===== config.mk =====
export PLATFORM = sky130hd
export DESIGN_NAME = plic_hart_claim_ctrl_flat
export DESIGN_NICKNAME = d
export VERILOG_FILES = /design/src/rtl/plic_hart_claim_ctrl_if.sv /design/src/rtl/plic_hart_claim_ctrl.sv /design/src/flat_wrapper.sv
export SDC_FILE = /design/constraint.sdc
export NUM_CORES = 1
export LEC_CHECK = 0
export CORE_MARGIN = 2
export CORE_UTILIZATION = 35
export DETAILED_ROUTE_END_ITERATION = 16
export PLACE_DENSITY = 0.72
export SETUP_SLACK_MARGIN = 0.4
export SLEW_MARGIN = 20
export SYNTH_ARGS = -nofsm -noshare
export SYNTH_HDL_FRONTEND = slang
export SYNTH_SLANG_ARGS = --single-unit

===== constraint.sdc =====
create_clock -name plic_clk -period 1.9 [get_ports plic_clk]
set_input_delay 0.38 -clock plic_clk [delete_from_list [all_inputs] [get_ports plic_clk]]
set_output_delay 0.38 -clock plic_clk [all_outputs]
set_load 0.1 [all_outputs]

===== src/rtl/plic_hart_claim_ctrl_if.sv =====
// Bus, arbiter and kid-side signals of one PLIC hart claim controller.
// The slave modport is the controller's view; master is the surrounding logic.
interface plic_hart_claim_ctrl_if #(
  parameter int PRIO_BIT = 5,
  parameter int ID_NUM   = 10
);
  logic                bus_hreg_claim_rd_req;
  logic                bus_hreg_claim_rd_mmode;
  logic                hreg_bus_claim_rd_ack;
  logic [ID_NUM-1:0]   hreg_bus_claim_rd_data;
  logic                bus_hreg_th_wr;
  logic                bus_hreg_th_wr_mmode;
  logic [PRIO_BIT-1:0] bus_hreg_th_wdata;
  logic                bus_hreg_cmplt_wr;
  logic                kid_hreg_req_chg;
  logic [PRIO_BIT-1:0] hreg_arbx_prio_mth;
  logic [PRIO_BIT-1:0] hreg_arbx_prio_sth;
  logic                hreg_arbx_arb_start;
  logic                arbx_hreg_arb_start_ack;
  logic                hreg_arbx_arb_flush;
  logic                arbx_hreg_claim_reg_ready;
  logic [ID_NUM-1:0]   arbx_hreg_claim_id;
  logic                arbx_hreg_claim_mmode;
  logic                hreg_arbx_mint_claim;
  logic                hreg_arbx_sint_claim;
  logic                hreg_kid_claim_vld;
  logic [ID_NUM-1:0]   hreg_kid_claim_id;

  modport slave (
    input  bus_hreg_claim_rd_req, bus_hreg_claim_rd_mmode,
    input  bus_hreg_th_wr, bus_hreg_th_wr_mmode, bus_hreg_th_wdata,
    input  bus_hreg_cmplt_wr, kid_hreg_req_chg,
    input  arbx_hreg_arb_start_ack, arbx_hreg_claim_reg_ready,
    input  arbx_hreg_claim_id, arbx_hreg_claim_mmode,
    output hreg_bus_claim_rd_ack, hreg_bus_claim_rd_data,
    output hreg_arbx_prio_mth, hreg_arbx_prio_sth,
    output hreg_arbx_arb_start, hreg_arbx_arb_flush,
    output hreg_arbx_mint_claim, hreg_arbx_sint_claim,
    output hreg_kid_claim_vld, hreg_kid_claim_id
  );

  modport master (
    output bus_hreg_claim_rd_req, bus_hreg_claim_rd_mmode,
    output bus_hreg_th_wr, bus_hreg_th_wr_mmode, bus_hreg_th_wdata,
    output bus_hreg_cmplt_wr, kid_hreg_req_chg,
    output arbx_hreg_arb_start_ack, arbx_hreg_claim_reg_ready,
    output arbx_hreg_claim_id, arbx_hreg_claim_mmode,
    input  hreg_bus_claim_rd_ack, hreg_bus_claim_rd_data,
    input  hreg_arbx_prio_mth, hreg_arbx_prio_sth,
    input  hreg_arbx_arb_start, hreg_arbx_arb_flush,
    input  hreg_arbx_mint_claim, hreg_arbx_sint_claim,
    input  hreg_kid_claim_vld, hreg_kid_claim_id
  );
endinterface


===== src/rtl/plic_hart_claim_ctrl.sv =====
// Per-hart PLIC claim controller: runs arbitration rounds, latches the winner,
// serves M/S claim reads and holds the M/S priority thresholds.
module plic_hart_claim_ctrl #(
  parameter int PRIO_BIT = 5,
  parameter int ID_NUM   = 10
) (
  input  logic                   plic_clk,
  input  logic                   plicrst_b,
  plic_hart_claim_ctrl_if.slave  bus
);

  typedef enum logic [2:0] {
    IDLE  = 3'd0,
    START = 3'd1,
    WAIT  = 3'd2,
    VALID = 3'd3,
    CLAIM = 3'd4
  } state_t;

  state_t              state, state_nxt;
  logic [ID_NUM-1:0]   id_q;
  logic                mmode_q;
  logic [PRIO_BIT-1:0] mth_q, sth_q;
  logic                evt, hit, latch, clear;
  logic                arb_start, arb_flush, rd_ack, mint, sint, kid_vld;
  logic [ID_NUM-1:0]   rd_data, kid_id;

  assign evt = bus.bus_hreg_th_wr | bus.bus_hreg_cmplt_wr | bus.kid_hreg_req_chg;

  always_ff @(posedge plic_clk or negedge plicrst_b) begin
    if (!plicrst_b) state <= IDLE;
    else            state <= state_nxt;
  end

  always_ff @(posedge plic_clk or negedge plicrst_b) begin
    if (!plicrst_b) begin
      mth_q <= '0;
      sth_q <= '0;
    end else if (bus.bus_hreg_th_wr) begin
      if (bus.bus_hreg_th_wr_mmode) mth_q <= bus.bus_hreg_th_wdata;
      else                          sth_q <= bus.bus_hreg_th_wdata;
    end
  end

  always_ff @(posedge plic_clk or negedge plicrst_b) begin
    if (!plicrst_b) begin
      id_q    <= '0;
      mmode_q <= 1'b0;
    end else if (latch) begin
      id_q    <= bus.arbx_hreg_claim_id;
      mmode_q <= bus.arbx_hreg_claim_mmode;
    end else if (clear) begin
      id_q    <= '0;
    end
  end

  always_comb begin
    state_nxt = state;
    arb_start = 1'b0;
    arb_flush = 1'b0;
    rd_ack    = 1'b0;
    rd_data   = '0;
    mint      = 1'b0;
    sint      = 1'b0;
    kid_vld   = 1'b0;
    kid_id    = '0;
    latch     = 1'b0;
    clear     = 1'b0;
    hit       = (state == CLAIM) && (id_q != '0) &&
                (mmode_q == bus.bus_hreg_claim_rd_mmode);
    case (state)
      IDLE:  state_nxt = START;
      START: begin
        arb_start = 1'b1;
        if (bus.arbx_hreg_arb_start_ack) state_nxt = WAIT;
      end
      // A re-arb event outranks a same-cycle ready: the result may already be stale.
      WAIT: begin
        if (evt) begin
          arb_flush = 1'b1;
          state_nxt = START;
        end else if (bus.arbx_hreg_claim_reg_ready) begin
          latch     = 1'b1;
          state_nxt = VALID;
        end
      end
      VALID: begin
        if (bus.bus_hreg_claim_rd_req) state_nxt = CLAIM;
        else if (evt)                  state_nxt = START;
      end
      CLAIM: begin
        rd_ack    = 1'b1;
        state_nxt = START;
        if (hit) begin
          rd_data = id_q;
          mint    = mmode_q;
          sint    = ~mmode_q;
          kid_vld = 1'b1;
          kid_id  = id_q;
          clear   = 1'b1;
        end
      end
      default: state_nxt = IDLE;
    endcase
  end

  assign bus.hreg_bus_claim_rd_ack  = rd_ack;
  assign bus.hreg_bus_claim_rd_data = rd_data;
  assign bus.hreg_arbx_prio_mth     = mth_q;
  assign bus.hreg_arbx_prio_sth     = sth_q;
  assign bus.hreg_arbx_arb_start    = arb_start;
  assign bus.hreg_arbx_arb_flush    = arb_flush;
  assign bus.hreg_arbx_mint_claim   = mint;
  assign bus.hreg_arbx_sint_claim   = sint;
  assign bus.hreg_kid_claim_vld     = kid_vld;
  assign bus.hreg_kid_claim_id      = kid_id;

endmodule

===== src/flat_wrapper.sv =====
// flat-port wrapper written by rule: the top's interface ports become plain ports
module plic_hart_claim_ctrl_flat 
#(
  parameter int PRIO_BIT = 5,
  parameter int ID_NUM   = 10
)
  (plic_clk, plicrst_b, bus_bus_hreg_claim_rd_req, bus_bus_hreg_claim_rd_mmode, bus_bus_hreg_th_wr, bus_bus_hreg_th_wr_mmode, bus_bus_hreg_th_wdata, bus_bus_hreg_cmplt_wr, bus_kid_hreg_req_chg, bus_arbx_hreg_arb_start_ack, bus_arbx_hreg_claim_reg_ready, bus_arbx_hreg_claim_id, bus_arbx_hreg_claim_mmode, bus_hreg_bus_claim_rd_ack, bus_hreg_bus_claim_rd_data, bus_hreg_arbx_prio_mth, bus_hreg_arbx_prio_sth, bus_hreg_arbx_arb_start, bus_hreg_arbx_arb_flush, bus_hreg_arbx_mint_claim, bus_hreg_arbx_sint_claim, bus_hreg_kid_claim_vld, bus_hreg_kid_claim_id);
  plic_hart_claim_ctrl_if #(.PRIO_BIT(PRIO_BIT), .ID_NUM(ID_NUM)) bus_i ();
  input  logic plic_clk;
  input  logic plicrst_b;
  input wire logic [$bits(bus_i.bus_hreg_claim_rd_req)-1:0] bus_bus_hreg_claim_rd_req;
  input wire logic [$bits(bus_i.bus_hreg_claim_rd_mmode)-1:0] bus_bus_hreg_claim_rd_mmode;
  input wire logic [$bits(bus_i.bus_hreg_th_wr)-1:0] bus_bus_hreg_th_wr;
  input wire logic [$bits(bus_i.bus_hreg_th_wr_mmode)-1:0] bus_bus_hreg_th_wr_mmode;
  input wire logic [$bits(bus_i.bus_hreg_th_wdata)-1:0] bus_bus_hreg_th_wdata;
  input wire logic [$bits(bus_i.bus_hreg_cmplt_wr)-1:0] bus_bus_hreg_cmplt_wr;
  input wire logic [$bits(bus_i.kid_hreg_req_chg)-1:0] bus_kid_hreg_req_chg;
  input wire logic [$bits(bus_i.arbx_hreg_arb_start_ack)-1:0] bus_arbx_hreg_arb_start_ack;
  input wire logic [$bits(bus_i.arbx_hreg_claim_reg_ready)-1:0] bus_arbx_hreg_claim_reg_ready;
  input wire logic [$bits(bus_i.arbx_hreg_claim_id)-1:0] bus_arbx_hreg_claim_id;
  input wire logic [$bits(bus_i.arbx_hreg_claim_mmode)-1:0] bus_arbx_hreg_claim_mmode;
  output wire logic [$bits(bus_i.hreg_bus_claim_rd_ack)-1:0] bus_hreg_bus_claim_rd_ack;
  output wire logic [$bits(bus_i.hreg_bus_claim_rd_data)-1:0] bus_hreg_bus_claim_rd_data;
  output wire logic [$bits(bus_i.hreg_arbx_prio_mth)-1:0] bus_hreg_arbx_prio_mth;
  output wire logic [$bits(bus_i.hreg_arbx_prio_sth)-1:0] bus_hreg_arbx_prio_sth;
  output wire logic [$bits(bus_i.hreg_arbx_arb_start)-1:0] bus_hreg_arbx_arb_start;
  output wire logic [$bits(bus_i.hreg_arbx_arb_flush)-1:0] bus_hreg_arbx_arb_flush;
  output wire logic [$bits(bus_i.hreg_arbx_mint_claim)-1:0] bus_hreg_arbx_mint_claim;
  output wire logic [$bits(bus_i.hreg_arbx_sint_claim)-1:0] bus_hreg_arbx_sint_claim;
  output wire logic [$bits(bus_i.hreg_kid_claim_vld)-1:0] bus_hreg_kid_claim_vld;
  output wire logic [$bits(bus_i.hreg_kid_claim_id)-1:0] bus_hreg_kid_claim_id;
  assign bus_i.bus_hreg_claim_rd_req = bus_bus_hreg_claim_rd_req;
  assign bus_i.bus_hreg_claim_rd_mmode = bus_bus_hreg_claim_rd_mmode;
  assign bus_i.bus_hreg_th_wr = bus_bus_hreg_th_wr;
  assign bus_i.bus_hreg_th_wr_mmode = bus_bus_hreg_th_wr_mmode;
  assign bus_i.bus_hreg_th_wdata = bus_bus_hreg_th_wdata;
  assign bus_i.bus_hreg_cmplt_wr = bus_bus_hreg_cmplt_wr;
  assign bus_i.kid_hreg_req_chg = bus_kid_hreg_req_chg;
  assign bus_i.arbx_hreg_arb_start_ack = bus_arbx_hreg_arb_start_ack;
  assign bus_i.arbx_hreg_claim_reg_ready = bus_arbx_hreg_claim_reg_ready;
  assign bus_i.arbx_hreg_claim_id = bus_arbx_hreg_claim_id;
  assign bus_i.arbx_hreg_claim_mmode = bus_arbx_hreg_claim_mmode;
  assign bus_hreg_bus_claim_rd_ack = bus_i.hreg_bus_claim_rd_ack;
  assign bus_hreg_bus_claim_rd_data = bus_i.hreg_bus_claim_rd_data;
  assign bus_hreg_arbx_prio_mth = bus_i.hreg_arbx_prio_mth;
  assign bus_hreg_arbx_prio_sth = bus_i.hreg_arbx_prio_sth;
  assign bus_hreg_arbx_arb_start = bus_i.hreg_arbx_arb_start;
  assign bus_hreg_arbx_arb_flush = bus_i.hreg_arbx_arb_flush;
  assign bus_hreg_arbx_mint_claim = bus_i.hreg_arbx_mint_claim;
  assign bus_hreg_arbx_sint_claim = bus_i.hreg_arbx_sint_claim;
  assign bus_hreg_kid_claim_vld = bus_i.hreg_kid_claim_vld;
  assign bus_hreg_kid_claim_id = bus_i.hreg_kid_claim_id;
  plic_hart_claim_ctrl #(.PRIO_BIT(PRIO_BIT), .ID_NUM(ID_NUM)) u_core (.plic_clk(plic_clk), .plicrst_b(plicrst_b), .bus(bus_i));
endmodule

==> impl_metrics.yaml, run 1 <==
clock_network:
  clock_tree_from_tritoncts: "yes"
  cts.root.buffer_cell: "clkbuf_4"
  clkSlewWorstSetupHoldPaths_ps: 120
  clock_insertion_delay_worst_skew_ps: 310
  cts-root-to-sink-buffers: 2
  cts_num_sinks: 24
  number_of_buffers_added_by_the_clock_tree_synthesis_step: 3
  htree_levels: 1
routing:
  route.vias.total: 1071
  drt_drc_violations_left: 0
  drt-vias-per-instance: 4.85
  post_drt_wl_per_cell_um: 15.1
  routed_wl_um: 3330
  detailedRoute.firstPassIterationCount: 4
  number_of_nets_still_failing_antenna_checks_after_routing: 0
  dr.first_iter.drc_count: 29
global_routing:
  antenna_violations_before_repair: 0
  grt_start_max_net_pins: 25
  grt_first_pass_wirelength_um: 5580
  grt_overflow: 0
  via_count_of_the_first_global_routing_pass: 1155
  grt_use_total_pct: 18.2
sta:
  setup_viol_count_final: 24
  final_hold_fails: 0
  final_setup_skew_ps: 7.26
  min_period_over_period_pct: 120
  final_setup_margin_ps: -386
  setup_repair_after_global_routing_missed_its_margin: "yes"
  max_freq_ghz: 0.437
  timing_max_transition_violations_final: 0
  finalHoldWorstSlack_ps: 409
  setup_total_negative_slack_ps: -4010
  max-slew-margin-rel_pct: 80.1
  period_minus_slack_ps: 2290
  timing_worst_slew_pin_value_ps: 298
finish:
  area_taken_by_multi_input_logic_gates_um2: 598
  area_delta_synth_final_pct: 97.2
  antenna_cells: 0
  num-fill-cells: 219
  fraction_of_final_layout_cells_with_drive_strength_greater_than_1_pct: 56.6
  register_area_um2: 603
  finalNetCount: 202
setup_path:
  worstSetupEndpointType: "output port"
  path_cells: "or4_4 > nor3_4 > a21boi_4 > and2b_2 > buf_12"
  crit_family: "simple AND/OR/NAND/NOR gates"
  worst-path-buf-inv: 1
  timing.critical_path.arrival_ps: 1910
  slowest_cp_cell: "or4_4"
  crit_fanout: 6
  critPathRequiredTime_ps: 1520
  kind_of_start_point_of_the_critical_path: "flip-flop"
  worstSetupPathType: "reg -> out"
  critPathMaxStageDelay_ps: 550
place:
  rd_place_congestion: 0.755
  pre_cts_ws_ps: -265
  io_buffer_count: 61
  place_hpwl_um: 2620
synth:
  synth-edff-count: 0
  synth_top_flop_cell: "dfrtp_1"
  postSynthNetCount: 125
  synth-seq-area-share_pct: 50.3
  synth-seq-cells: 24
  postSynthAreaPerCell_um2: 12.1
  synthesis.yosys.warnings: 0
  syn-cell-area_mm2: 0.00119
  synthesis.instances: 99
  ys_types: 31
  synth_async_sr_flop_share_pct: 100
power:
  static-leakage-power_uw: 0.00103
  power.density_cell_area_mw_per_mm2: 1020
  vdd_ir_drop_max_mv: 0.698
floorplanning:
  design.die.area_mm2: 0.00389
  die_w_um: 62.4
  dieHeight_um: 62.4
  ios: 62
  coreArea_mm2: 0.00331
  initial_utilization_pct: 36.1
  num_rows: 21
flow_run:
  maxCapViolCount: 0
worst_hold_path:
  hold_class: "in -> async"
outcome:
  violations: "setup timing"
  run_status: "finished with violations"
==> path summary, 6_finish.rpt <==
path	slack [ps]	endpoint	cells after the start	startpoint
min reg2reg	520	u_core.bus.hreg_arbx_prio_sth[3]	1	u_core.bus.hreg_arbx_prio_sth[3]
min	410	u_core.id_q[2]	2	plicrst_b
max in group asynchronous	1240	u_core.state[0]	2	plicrst_b
min in group plic_clk	520	u_core.bus.hreg_arbx_prio_sth[3]	1	u_core.bus.hreg_arbx_prio_sth[3]
max reg2reg	300	u_core.id_q[6]	7	u_core.state[0]
max	-390	bus_hreg_arbx_sint_claim	5	u_core.id_q[7]
==> per-stage QoR <==
step | total power (µW) | cells | cell area [µm²] | utilization [%]
floorplan | 1500 | 99 | 1250 | -
global placement | 1910 | 211 | 2160 | 65.2
detailed placement | 1940 | 211 | 2160 | 65.2
CTS | 2300 | 217 | 2290 | 69.0
global route | 2540 | 221 | 2350 | 71.1
finish | 2410 | 221 | 2350 | 71.1
==> report_power, final <==
| part | switching [µW] | leakage (µW) | internal [µW] |
|---|---|---|---|
| sequential | 130 | 0.000302 | 655 |
| combinational | 759 | 0.000705 | 606 |
| clock | 144 | 0.0000210 | 117 |
| total | 1030 | 0.00103 | 1380 |
==> cell families after synthesis <==
| group | share of synthesized area, % |
|---|---|
| and+or+nand+nor | 19.5 |
| DFF | 50.3 |
| muxes | 13.7 |
| buffers and inverters | 7.65 |
| AOI/OAI and AO/OA | 8.07 |
| xor gates and xnor gates | 0.734 |
==> Yosys cell counts, drive strengths merged (2+ instances only) <==
master / instances / area, µm²
nand2: 2 / 7.51
nor2: 6 / 22.5
nor4: 2 / 12.5
mux2: 11 / 124
nor3b: 4 / 41.3
and3: 7 / 51.3
mux2i: 4 / 40.0
nor3: 2 / 15.0
a22o: 6 / 52.6
and2: 6 / 42.5
dfrtp: 24 / 601
buf: 12 / 87.6
==> area by class of cell <==
class	count	share of cell area, %
inverters	1	0.159
multi-input cells	62	25.4
flip-flops and latches	24	25.6
repair buffers	84	44.8
well taps	46	2.45
clock buffers	4	1.54
==> placed cells by master, fill, tap and decap left out, drive strengths merged <==
cell type | synthesis | routed
buf | 12 | 59
clkdlybuf4s50 | 0 | 24
dfrtp | 24 | 24
mux2 | 11 | 11
and3 | 7 | 7
a22o | 6 | 6
and2 | 6 | 6
nor2 | 6 | 6
mux2i | 4 | 4
nor3b | 4 | 4
clkbuf | 0 | 4
nor4 | 2 | 2
nand2 | 2 | 2
nor3 | 2 | 2
xnor2 | 1 | 1
or4 | 1 | 1
a21boi | 1 | 1
and2b | 1 | 1
nor2b | 1 | 1
nand2b | 1 | 1
nand3b | 1 | 1
nand3 | 1 | 1
a21oi | 1 | 1
inv | 1 | 1
a31oi | 1 | 1
o21a | 1 | 1
o22ai | 1 | 1
dlygate4sd2 | 0 | 1
==> sequential cells by signal, summed over array words and instances (netlist names) <==
register,count
u_core.id_q,10
u_core.bus.hreg_arbx_prio_mth,5
u_core.mmode_q,1
u_core.state,3
u_core.bus.hreg_arbx_prio_sth,5
==> metal layers <==
| metal | GRT usage [%] | part of all wire (%) | vias up |
|---|---|---|---|
| met5 | 0 | 0 | - |
| met4 | 5.56 | 0.96 | 0 |
| met1 | 20.5 | 39 | 517 |
| li1 | - | - | 500 |
| met2 | 33.5 | 54 | 50 |
| met3 | 4.86 | 6.1 | 4 |
==> worst reg2reg max path, delay by kind of cell, from the launching register on <==
| kind | cells | cell delay [ps] |
|---|---|---|
| mux | 1 | 190 |
| simple gates | 3 | 490 |
| flops | 1 | 450 |
| buf+inv | 3 | 380 |
==> repair_timing <==
item,4_1_cts,5_1_grt
setup buffers,2,4
setup endpoints to repair,37,37
pin swaps,9,5
resized for setup,22,9
hold buffers,0,0
(Power assumes the default switching activity.)
==> run 2: changes to the inputs <==
ABC_CLOCK_PERIOD_IN_PS = 1900   (was not set)
==> results of run 2 <==
Same layout as run 1: the final DEF is identical, and so are final timing and power.
